==> src/rtl/vnode_proc_pkg.sv <==
// Shared constants for the LDPC variable-node processor: default widths,
// symmetric saturation limits and the one-hot vtc_en write-enable codes.
package vnode_proc_pkg;

  localparam int unsigned D_WID_DEF = 8;
  localparam int unsigned S_WID_DEF = D_WID_DEF + 2;

  // Largest magnitude a D_WID-bit message may carry; the most negative code is excluded.
  function automatic int sat_max(input int unsigned w);
    return (1 << (w - 1)) - 1;
  endfunction

  localparam int SAT_MAX_DEF = (1 << (D_WID_DEF - 1)) - 1;
  localparam int SAT_MIN_DEF = -SAT_MAX_DEF;

  localparam logic [2:0] VTC_EN_A   = 3'b001;
  localparam logic [2:0] VTC_EN_B   = 3'b010;
  localparam logic [2:0] VTC_EN_C   = 3'b100;
  localparam logic [2:0] VTC_EN_OFF = 3'b000;

endpackage

==> src/rtl/vnode_sat.sv <==
// Symmetric saturator: narrows an S_WID signed value to D_WID bits, clamping to
// +/-(2^(D_WID-1)-1) and flagging when a clamp happened.
module vnode_sat
  import vnode_proc_pkg::*;
#(
  parameter int unsigned D_WID = D_WID_DEF,
  parameter int unsigned S_WID = S_WID_DEF
) (
  input  logic signed [S_WID-1:0] din_i,
  output logic signed [D_WID-1:0] dout_o,
  output logic                    clamp_o
);

  localparam logic signed [S_WID-1:0] MaxS = S_WID'(sat_max(D_WID));
  localparam logic signed [S_WID-1:0] MinS = -MaxS;

  always_comb begin
    dout_o  = din_i[D_WID-1:0];
    clamp_o = 1'b0;
    if (din_i > MaxS) begin
      dout_o  = MaxS[D_WID-1:0];
      clamp_o = 1'b1;
    end else if (din_i < MinS) begin
      dout_o  = MinS[D_WID-1:0];
      clamp_o = 1'b1;
    end
  end

endmodule

==> src/rtl/vnode_proc.sv <==
// Variable-node processor: two-stage pipeline computing extrinsic messages and the
// hard decision. Define VNODE_SAT_STATS_EN to add the sat_cnt clamp counter.
module vnode_proc
  import vnode_proc_pkg::*;
#(
  parameter int unsigned D_WID = D_WID_DEF,
  parameter int unsigned S_WID = D_WID + 2
) (
  input  logic             clk,
  input  logic             reset_n,
  input  logic             in_vld,
  output logic             in_rdy,
  input  logic [D_WID-1:0] llr_ch,
  input  logic [D_WID-1:0] msg_a,
  input  logic [D_WID-1:0] msg_b,
  input  logic [D_WID-1:0] msg_c,
  output logic             out_vld,
  input  logic             out_rdy,
  output logic [D_WID-1:0] dvtc_a,
  output logic [D_WID-1:0] dvtc_b,
  output logic [D_WID-1:0] dvtc_c,
  output logic [2:0]       vtc_en,
  output logic             hard_bit
`ifdef VNODE_SAT_STATS_EN
  ,
  output logic [15:0]      sat_cnt
`endif
);

  logic                    run_q;
  logic                    s1_vld_q, s2_vld_q;
  logic signed [S_WID-1:0] sum_d, sum_q;
  logic signed [D_WID-1:0] ma_q, mb_q, mc_q;
  logic signed [S_WID-1:0] diff_a, diff_b, diff_c;
  logic signed [D_WID-1:0] sat_a, sat_b, sat_c;
  logic                    clp_a, clp_b, clp_c;
  logic signed [D_WID-1:0] dvtc_a_q, dvtc_b_q, dvtc_c_q;
  logic                    hard_q, clamp_q;
  logic [2:0]              ptr_q;
  logic                    advance, in_xfer, out_xfer;

  // Whole pipe moves together unless a valid output is being back-pressured.
  assign advance  = ~s2_vld_q | out_rdy;
  assign in_rdy   = run_q & advance;
  assign in_xfer  = in_vld & in_rdy;
  assign out_xfer = s2_vld_q & out_rdy;

  assign sum_d = S_WID'($signed(llr_ch)) + S_WID'($signed(msg_a))
               + S_WID'($signed(msg_b)) + S_WID'($signed(msg_c));

  // Each difference equals the sum of the other three operands, so it fits in S_WID.
  assign diff_a = sum_q - S_WID'(ma_q);
  assign diff_b = sum_q - S_WID'(mb_q);
  assign diff_c = sum_q - S_WID'(mc_q);

  vnode_sat #(.D_WID(D_WID), .S_WID(S_WID)) u_sat_a (
    .din_i(diff_a), .dout_o(sat_a), .clamp_o(clp_a)
  );
  vnode_sat #(.D_WID(D_WID), .S_WID(S_WID)) u_sat_b (
    .din_i(diff_b), .dout_o(sat_b), .clamp_o(clp_b)
  );
  vnode_sat #(.D_WID(D_WID), .S_WID(S_WID)) u_sat_c (
    .din_i(diff_c), .dout_o(sat_c), .clamp_o(clp_c)
  );

  always_ff @(posedge clk or negedge reset_n) begin
    if (!reset_n) begin
      run_q    <= 1'b0;
      s1_vld_q <= 1'b0;
      s2_vld_q <= 1'b0;
      sum_q    <= '0;
      ma_q     <= '0;
      mb_q     <= '0;
      mc_q     <= '0;
      dvtc_a_q <= '0;
      dvtc_b_q <= '0;
      dvtc_c_q <= '0;
      hard_q   <= 1'b0;
      clamp_q  <= 1'b0;
      ptr_q    <= VTC_EN_A;
    end else begin
      run_q <= 1'b1;
      if (advance) begin
        s1_vld_q <= in_xfer;
        s2_vld_q <= s1_vld_q;
      end
      if (in_xfer) begin
        sum_q <= sum_d;
        ma_q  <= $signed(msg_a);
        mb_q  <= $signed(msg_b);
        mc_q  <= $signed(msg_c);
      end
      if (advance && s1_vld_q) begin
        dvtc_a_q <= sat_a;
        dvtc_b_q <= sat_b;
        dvtc_c_q <= sat_c;
        hard_q   <= sum_q[S_WID-1];
        clamp_q  <= clp_a | clp_b | clp_c;
      end
      if (out_xfer) ptr_q <= {ptr_q[1:0], ptr_q[2]};
    end
  end

  assign out_vld  = s2_vld_q;
  assign dvtc_a   = dvtc_a_q;
  assign dvtc_b   = dvtc_b_q;
  assign dvtc_c   = dvtc_c_q;
  assign hard_bit = hard_q;
  assign vtc_en   = s2_vld_q ? ptr_q : VTC_EN_OFF;

`ifdef VNODE_SAT_STATS_EN
  logic [15:0] sat_cnt_q;

  always_ff @(posedge clk or negedge reset_n) begin
    if (!reset_n) begin
      sat_cnt_q <= '0;
    end else if (out_xfer && clamp_q && (sat_cnt_q != 16'hFFFF)) begin
      sat_cnt_q <= sat_cnt_q + 16'd1;
    end
  end

  assign sat_cnt = sat_cnt_q;
`endif

endmodule

==> config.mk <==
export PLATFORM = sky130hd
export DESIGN_NAME = vnode_proc
export DESIGN_NICKNAME = d
export VERILOG_FILES = /design/src/rtl/vnode_proc_pkg.sv /design/src/rtl/vnode_sat.sv /design/src/rtl/vnode_proc.sv
export SDC_FILE = /design/constraint.sdc
export NUM_CORES = 1
export LEC_CHECK = 0
export BUFFER_PORTS_ARGS = -buffer_cell sky130_fd_sc_hd__buf_2
export CAP_MARGIN = 15
export CORE_ASPECT_RATIO = 1.4
export CORE_MARGIN = 10
export CORE_UTILIZATION = 50
export CTS_CLUSTER_DIAMETER = 100
export DETAILED_ROUTE_END_ITERATION = 8
export GPL_TIMING_DRIVEN = 1
export PLACE_DENSITY = 0.81
export SETUP_SLACK_MARGIN = 0.3
export SYNTH_ARGS = -nofsm -noshare
export SYNTH_HDL_FRONTEND = slang
export SYNTH_SLANG_ARGS = --single-unit
export TNS_END_PERCENT = 1
==> constraint.sdc <==
create_clock -name clk -period 6.9 [get_ports clk]
set_input_delay 1.38 -clock clk [delete_from_list [all_inputs] [get_ports clk]]
set_output_delay 1.38 -clock clk [all_outputs]
set_load 0.005 [all_outputs]
==> results of run 1 <==
layout make-up:
class / count / area (um^2)
repair buffers: 67 / 340
well taps: 107 / 134
clock buffers: 11 / 243
flip-flops and latches: 65 / 1630
multi-input cells: 356 / 2830
fillers: 755 / 3620
clock inverters: 5 / 80.1
inverters: 41 / 154
worst paths after layout:
kind,slack (ps),depth (start not counted),startpoint,end
hold / removal,470,2,dvtc_c[7]$_DFFE_PN0P_,dvtc_c[7]$_DFFE_PN0P_
max in group asynchronous,5130,2,reset_n,dvtc_b[1]$_DFFE_PN0P_
setup / recovery,2790,15,msg_a[1],sum_q[9]$_DFFE_PN0P_
min in group asynchronous,1220,2,reset_n,mc_q[2]$_DFFE_PN0P_
setup reg to reg,4090,11,sum_q[0]$_DFFE_PN0P_,dvtc_c[6]$_DFFE_PN0P_
hold reg to reg,470,2,dvtc_c[7]$_DFFE_PN0P_,dvtc_c[7]$_DFFE_PN0P_
layer usage:
metal / part of all wire (%) / up-vias / GRT usage [%]
li1: - / 1805 / -
met3: 4.5 / 17 / 3.50
met2: 53 / 69 / 28.6
met5: 0 / - / 0
met1: 40 / 1732 / 18.0
met4: 2.1 / 0 / 5.90
cells by family after synthesis:
logic type / synth area share (%)
XOR/XNOR: 5.28
AO/OA/AOI/OAI: 17.4
AND/OR/NAND/NOR: 12.9
other: 0.0807
flip-flops: 35.0
buffers and inverters: 4.04
multiplexers: 6.97
adder cells (fa/ha/maj): 18.3
Yosys cell counts (all sizes together) (2+ instances only):
cell    instances
o311a           2
nor3            7
nor2           31
o41ai           2
nand2          40
inv            41
a21o            5
o211a           2
o21bai          3
a31oi           6
o21ai          36
a211oi          3
mux2           27
nor2b           6
o31ai           3
or4             4
o31a            3
nand3           3
a31o            2
nor4            2
nand4           2
and3            2
ha             36
mux2i           2
o21a            9
and2            7
xnor2          16
dfrtp          64
xor2           12
a21oi          30
or2             4
or4b            2
or3             3
nand2b          7
fa             20
a21boi          2
clkbuf          9
power by group:
group	switching (mW)	internal, mW
registers	0.106	0.506
clock network	0.167	0.325
logic	0.909	0.710
state kept, by name, summed over array words and instances, names as in the netlist:
signal	count
out_vld	1
mc_q	8
run_q	1
ma_q	8
s1_vld_q	1
dvtc_b	8
mb_q	8
ptr_q	3
sum_q	10
hard_bit	1
dvtc_a	8
dvtc_c	8
cell usage in the layout, fill, tap and decap left out, drive strengths merged, types with 3 or more instances in the layout:
cell type / count
xor2: 12
mux2: 27
nor3: 7
fa: 20
buf: 67
dfrtp: 64
or3: 3
nor2: 31
or2: 4
clkbuf: 11
nor2b: 6
a211oi: 3
ha: 36
a21oi: 30
o31ai: 3
or4: 4
o21ai: 36
xnor2: 16
o21bai: 3
a31oi: 6
o21a: 9
nand3: 3
inv: 41
and2: 7
o31a: 3
a21o: 5
nand2b: 7
nand2: 40
metrics by stage:
step / util (%) / instance area (um^2)
after floorplan: - / 4650
after global placement: 56.4 / 5090
after detailed placement: 56.4 / 5090
after CTS: 59.9 / 5410
after global routing: 59.9 / 5410
final: 59.9 / 5410
critical path: stages:
cell and delay, ps:
buf_2 90, inv_1 100, fa_1 450, fa_1 520
inv_1 40, ha_1 210, fa_1 420, a21oi_1 190
o21bai_1 120, a21oi_1 160, nor2_1 50, nor2_1 150
o21ai_0 140, xnor2_1 170, o21ai_0 90
==> impl_metrics.toml, run 1 <==
[outcome]
status = "finished clean"

[sta]
fin_crit_ps = 4110
hold_viol = 0
period_share_pct = 59.5
fin_ws_ps = 2790
fin_skew_ps = 9.84
hold_slack_ps = 471
rsz0062_at_grt = "false"
slew_violations = 0
slew_headroom_pct = 38.7
fin_setup_tns_ps = 0
fmax_mhz = 244
tightest_slew_ps = 919
setup_viol = 0

[layout]
layout-drive-gt1-share_pct = 23.1
area_delta_synth_final_pct = 16.4
fin_nets = 632
stdcell_count = 652
antenna_cells = 0

[worst_setup_path]
critPathKind = "in -> reg"
cp.arrival_ps = 4300
crit_required_ps = 7090
end_kind = "flop"
cp_max_fo = 2
start_kind = "input pin"

[logic_synthesis]
yosys.area.top_type_share_pct = 34.5
ys_types = 62
synth_area_leaders = "dfrtp_1 34%, ha_1 9.7%, fa_1 8.6%"
synth.avg_cell_area_um2 = 9.87
synth_top_flop_cell = "dfrtp_1"
syn_nets = 563
synth_cells = 471
synthesis.area_um2 = 4650
synth_edf_count = 0
synth_warnings = 0
async_reset_ff_share_pct = 100
ys_seq_area_share_pct = 35.0
ys_ff_latch = 65
yosysTopAreaCell = "dfrtp_1"

[clocking]
cts_tree = "yes"
path_clk_slew_ps = 50
cts_max_level = 3
clockBufferDepth = 2
cts-buffers-inserted = 9
cts_resized = 0
insertion_delay_ps = 340
cts_sinks = 65
post_cts_buffers = 0
cts_hold_buf = 0
cts_root_buffer = "clkbuf_16"

[routing]
drt_wl_total_mm = 10.5
vias = 3623
firstDrtPassIters = 4
drt-wirelength-per-cell_um = 16.1
drtIter0Drc = 154
postRouteAntennaNets = 0
drcViolationCount = 0
post_drt_via_cell_ratio = 5.56

[place]
dp_slack_ps = 2500
io_buffers = 65
hpwl_mm = 8.35
dp_cells = 636
gp_congestion = 0.884

[floorplanning]
die_h_um = 134
core_um2 = 9030
fp.dieW_um = 101
top_level_ports = 66
dieArea_um2 = 13600
rows = 41
start_util_pct = 51.5

[grt]
grt_max_degree = 66
grt_pass1_wl_mm = 17.8
grt_pass1_vias = 3837
grt_usage_pct = 16.1
antenna_found_initial = 0
globalRouteOverflowTotal = 0

[power]
power_density_nw_per_um2 = 503
power_mw = 2.72
p_leak_nw = 2.57
vdd_ir_drop_max_mv = 0.271

[hold_path]
hp-class = "reg -> reg"

[run]
maxCapViolCount = 0
(Power assumes the default switching activity.)
==> inputs of run 2 (changes only) <==
clock period = 4 ns   (was 6.9 ns; I/O delays follow)
==> run 2 against run 1 <==
Effect of this change:
- worst setup slack got worse by 2300 ps
- routed wire length grew 1.5%
- total power rose by 74%
- sequential cell count unchanged
- clock-buffer cell count stayed put
- critical endpoint unchanged
- clock skew fell by 5.6 ps
- non-clock buffer count grew 1
- combinational power grew 73%
- critical path depth stayed put
- via count about the same
- die area is the same
- global-route usage is 0.47 points higher
==> impl_metrics.toml, run 2 (same netlist as run 1, synthesis figures left out) <==
[outcome]
status = "finished clean"

[power]
p_sw_share_pct = 43.4
vdd_ir_drop_max_mv = 0.356
clockPowerShare_pct = 18.4
power_density_nw_per_um2 = 871
power_mw = 4.73
p_leak_nw = 2.58
p_int_mw = 2.68
comb_power_share_pct = 59.2
pwr-share-seq_pct = 22.3
power.switching_mw = 2.05

[hold_path]
min_path_cells = 2
hp-class = "reg -> reg"

[clocking]
cts-buffers-inserted = 9
clockBufferDepth = 2
path_clk_slew_ps = 50
insertion_delay_ps = 340
post_cts_buffers = 0
cts_max_level = 3
cts_sinks = 65
cts_root_buffer = "clkbuf_16"
cts_tree = "yes"

[layout]
layout-drive-gt1-share_pct = 23.6
largest_reg_flops = 10
fin_nets = 633
final_cell_mix = "65 x buf_2, 64 x dfrtp_1, 41 x inv_1"
top_register = "sum_q"
final_common_cell = "buf_2"
area_delta_synth_final_pct = 16.8
antenna_cells = 0

[place]
gp_congestion = 0.865
hpwl_mm = 8.60
io_buffers = 65

[routing]
drcViolationCount = 0
drt_wl_total_mm = 10.6
postRouteAntennaNets = 0
drtIter0Drc = 125
vias = 3626
firstDrtPassIters = 4
post_drt_via_cell_ratio = 5.55
drt-wirelength-per-cell_um = 16.3

[sta]
fmax_mhz = 287
fin_crit_ps = 3480
fin_setup_tns_ps = 0
tightest_slew_ps = 692
setup_viol = 0
fin_skew_ps = 4.21
period_share_pct = 87.0
slew_violations = 0
hold_slack_ps = 468
hold_viol = 0
slew_headroom_pct = 53.9
rsz0062_at_grt = "false"

[grt]
grt_usage_pct = 16.5
antenna_found_initial = 0
globalRouteOverflowTotal = 0
grt_pass1_wl_mm = 18.1
grt_max_degree = 46
grt_pass1_vias = 3836

[worst_setup_path]
r2r_slack_ps = 1130
start_kind = "input pin"
cp.arrival_ps = 3680
rr_worst_depth = 10
critPathKind = "in -> reg"
crit_required_ps = 4200
r2r-end = "dvtc_b[1]$_DFFE_PN0P_"
r2r_start = "sum_q[1]$_DFFE_PN0P_"
startpoint = "msg_a[1]"
cp_max_fo = 2
critical_path.endpoint = "sum_q[9]$_DFFE_PN0P_"
end_kind = "flop"

[floorplanning]
top_level_ports = 66
die_h_um = 134
fp.dieW_um = 101
rows = 41
start_util_pct = 51.5
dieArea_um2 = 13600
core_um2 = 9030

[run]
maxCapViolCount = 0
==> run 2: cell count changes in the layout (fill, tap and decap cells not counted) <==
cell / change
buf_4: +1
clkbuf_1: -1
clkbuf_8: +1
clkinv_2: +1
clkinvlp_4: -1
nor2_1: -1
nor2_2: +1
==> run 2: metal layers <==
layer | wire length [um] | GRT usage, %
met5 | 0 | 0
met3 | 448 | 3.29
met2 | 5480 | 27.7
met4 | 331 | 9.16
met1 | 4380 | 19.1
==> run 2: final cells by class <==
class	instances	area (um^2)
clock inverters	5	77.6
flip-flops and latches	65	1630
multi-input cells	356	2840
well taps	107	134
fillers	756	3600
inverters	41	154
clock buffers	11	253
repair buffers	68	348
==> run 2: per-stage QoR <==
step / cell area (um^2) / std cells / setup WS [ps] / utilization, %
floorplan: 4650 / 471 / 512 / -
global placement: 5100 / 637 / 245 / 56.4
detailed placement: 5100 / 637 / 94.1 / 56.4
CTS: 5430 / 653 / 453 / 60.1
global route: 5430 / 653 / 307 / 60.1
finish: 5430 / 653 / 521 / 60.1
==> run 2: repair_timing <==
action	4_1_cts	5_1_grt
hold buffers	0	0
setup endpoints to repair	0	1
gates resized for setup	0	1
==> run 2: power groups by stage <==
stage / Combinational, mW / Sequential (mW) / Clock, mW
6_report: 2.80 / 1.06 / 0.872
5_1_grt: 3.16 / 1.08 / 0.911
4_1_cts: 2.80 / 1.06 / 0.886
3_5_place_dp: 2.78 / 1.07 / 0
3_3_place_gp: 2.67 / 1.06 / 0
2_1_floorplan: 2.15 / 1.01 / 0
==> run 2: how the worst min path moves through the flow <==
stage / from / endpoint / slack, ps
2_1_floorplan: s1_vld_q$_DFFE_PN0N_ / out_vld$_DFFE_PN0N_ / 450
4_1_cts: dvtc_a[7]$_DFFE_PN0P_ / dvtc_a[7]$_DFFE_PN0P_ / 470
5_1_grt: hard_bit$_DFFE_PN0P_ / hard_bit$_DFFE_PN0P_ / 500
3_5_place_dp: dvtc_a[7]$_DFFE_PN0P_ / dvtc_a[7]$_DFFE_PN0P_ / 460
3_3_place_gp: dvtc_a[7]$_DFFE_PN0P_ / dvtc_a[7]$_DFFE_PN0P_ / 450
6_report: dvtc_a[7]$_DFFE_PN0P_ / dvtc_a[7]$_DFFE_PN0P_ / 470
==> run 2: critical path, cell delays in order <==
cell and delay (ps):
buf_2 100, inv_1 120, fa_1 470, fa_1 530, inv_1 50, ha_1 210
fa_1 410, a21oi_1 160, o21bai_1 100, a21oi_1 160, nor2_1 60, nor2_2 120
o21ai_0 140, xnor2_1 160, o21ai_0 90
==> inputs of run 3 (changes only) <==
RECOVER_POWER = 50   (was default)
SYNTH_HIERARCHICAL = 1   (was default)
==> run 3 against run 2 <==
Effect of this change:
- the run now ends with capacitance limit, slew limit left
- non-clock buffer count up 3
- sequential power barely moved
- critical path depth fell by 3
- sequential share of layout area is 1.5 points lower
- critical path type unchanged
- highest routed layer unchanged
==> impl_metrics.toml, run 3 <==
[outcome]
status = "complete, but fails checks"
violations = "capacitance limit, slew limit"

[routing]
drt-wirelength-per-cell_um = 14.5
drcViolationCount = 0
postRouteAntennaNets = 0
drtIter0Drc = 193
post_drt_via_cell_ratio = 5.35
drt_wl_total_mm = 10.8
vias = 3977
firstDrtPassIters = 6

[sta]
fin_setup_tns_ps = 0
fin_skew_ps = 8.37
period_share_pct = 84.5
slew_violations = 33
tightest_slew_ps = 1730
hold_slack_ps = 482
setup_viol = 0
fin_crit_ps = 3380
fmax_mhz = 296
slew_headroom_pct = -15.3
hold_viol = 0
rsz0062_at_grt = "false"

[grt]
antenna_found_initial = 0
grt_max_degree = 35
grt_pass1_vias = 4141
grt_usage_pct = 15.5
grt_pass1_wl_mm = 18.7
globalRouteOverflowTotal = 0

[clocking]
cts_resized = 0
cts-buffers-inserted = 9
cts_sinks = 65
insertion_delay_ps = 340
cts_hold_buf = 0
cts_tree = "yes"
path_clk_slew_ps = 50
cts_max_level = 3
post_cts_buffers = 0
cts_root_buffer = "clkbuf_16"
clockBufferDepth = 2

[place]
io_buffers = 65
hpwl_mm = 8.78
gp_congestion = 0.886

[floorplanning]
top_level_ports = 66
fp.dieW_um = 104
rows = 43
dieArea_um2 = 14400
core_um2 = 9850
start_util_pct = 50.7
die_h_um = 138

[layout]
top_register = "sum_q"
final_cell_mix = "70 x inv_1, 64 x nand2_1, 64 x dfrtp_1"
final_common_cell = "inv_1"
fin_nets = 695
largest_reg_flops = 10
fill_cells = 853
multiInputGateArea_um2 = 2990
layout-drive-gt1-share_pct = 19.7
area_delta_synth_final_pct = 14.6
seq_area_um2 = 1630
antenna_cells = 0

[worst_setup_path]
critPathKind = "in -> reg"
cp_max_fo = 3
cp.arrival_ps = 3590
crit_required_ps = 4210
start_kind = "input pin"
end_kind = "flop"

[logic_synthesis]
syn_nets = 634
synth_cells = 542
synth.avg_cell_area_um2 = 9.21
synth_warnings = 6
synthesis.area_um2 = 4990

[power]
p_leak_nw = 2.77
vdd_ir_drop_max_mv = 0.437
power_density_nw_per_um2 = 968
power_mw = 5.54

[hold_path]
hp-class = "reg -> reg"

[run]
maxCapViolCount = 1
## run 3: changes by cell type in the layout (fill, tap and decap cells not counted), moves of 10 or more
| cell | before | now |
|---|---|---|
| buf_2 | 65 | 54 |
| clkbuf_1 | 0 | 14 |
| inv_1 | 41 | 70 |
| mux2_2 | 27 | 38 |
| nand2_1 | 40 | 64 |
| nor2_1 | 30 | 40 |
| o2bb2ai_1 | 0 | 18 |
| xnor2_1 | 16 | 26 |
## run 3: power breakdown
group | leakage (nW) | total (mW) | switching [mW] | internal (mW)
registers | 0.771 | 1.07 | 0.178 | 0.889
logic | 1.84 | 3.64 | 2.08 | 1.57
clock network | 0.154 | 0.829 | 0.268 | 0.561
## run 3: critical path: stages
cell	delay [ps]
buf_2	70
inv_1	40
fa_1	530
inv_1	50
fa_1	450
ha_1	260
fa_1	430
a211oi_1	350
o21ai_0	160
a31oi_1	210
xnor2_1	130
o21ai_0	90
## run 3: path summary, 6_finish.rpt
kind	startpoint	end	slack, ps	depth (start not counted)
setup reg to reg	sum_q[1]$_DFFE_PN0P_	dvtc_c[0]$_DFFE_PN0P_	700	11
min in group asynchronous	reset_n	dvtc_a[2]$_DFFE_PN0P_	910	1
max in group asynchronous	reset_n	sum_q[2]$_DFFE_PN0P_	1490	2
hold reg to reg	ma_q[3]$_DFFE_PN0P_	ma_q[3]$_DFFE_PN0P_	480	2
setup / recovery	llr_ch[1]	sum_q[9]$_DFFE_PN0P_	620	12
hold / removal	ma_q[3]$_DFFE_PN0P_	ma_q[3]$_DFFE_PN0P_	480	2
## run 3: stage by stage
| stage | setup slack [ps] | util, % | area [um^2] | cells |
|---|---|---|---|---|
| finish | 622 | 58.1 | 5720 | 743 |
| global route | 453 | 58.1 | 5720 | 743 |
| CTS | 627 | 58.2 | 5730 | 742 |
| detailed placement | 294 | 55.0 | 5420 | 726 |
| global placement | 334 | 55.0 | 5420 | 726 |
| floorplan | 589 | - | 4990 | 542 |
## run 3: layer usage
| metal | GRT usage [%] | share of wire (%) | vias up |
|---|---|---|---|
| met4 | 9.04 | 4.2 | 0 |
| met3 | 3.44 | 3.3 | 35 |
| li1 | - | - | 1951 |
| met5 | 0 | 0 | - |
| met2 | 27.0 | 52 | 104 |
| met1 | 16.8 | 41 | 1887 |
## run 3: cell type report
type	instances	share of cell area, %
clock buffers	13	4.37
multi-input cells	386	52.3
flip-flops and latches	65	28.4
well taps	135	2.95
inverters	70	4.59
clock inverters	3	1.14
repair buffers	71	6.19
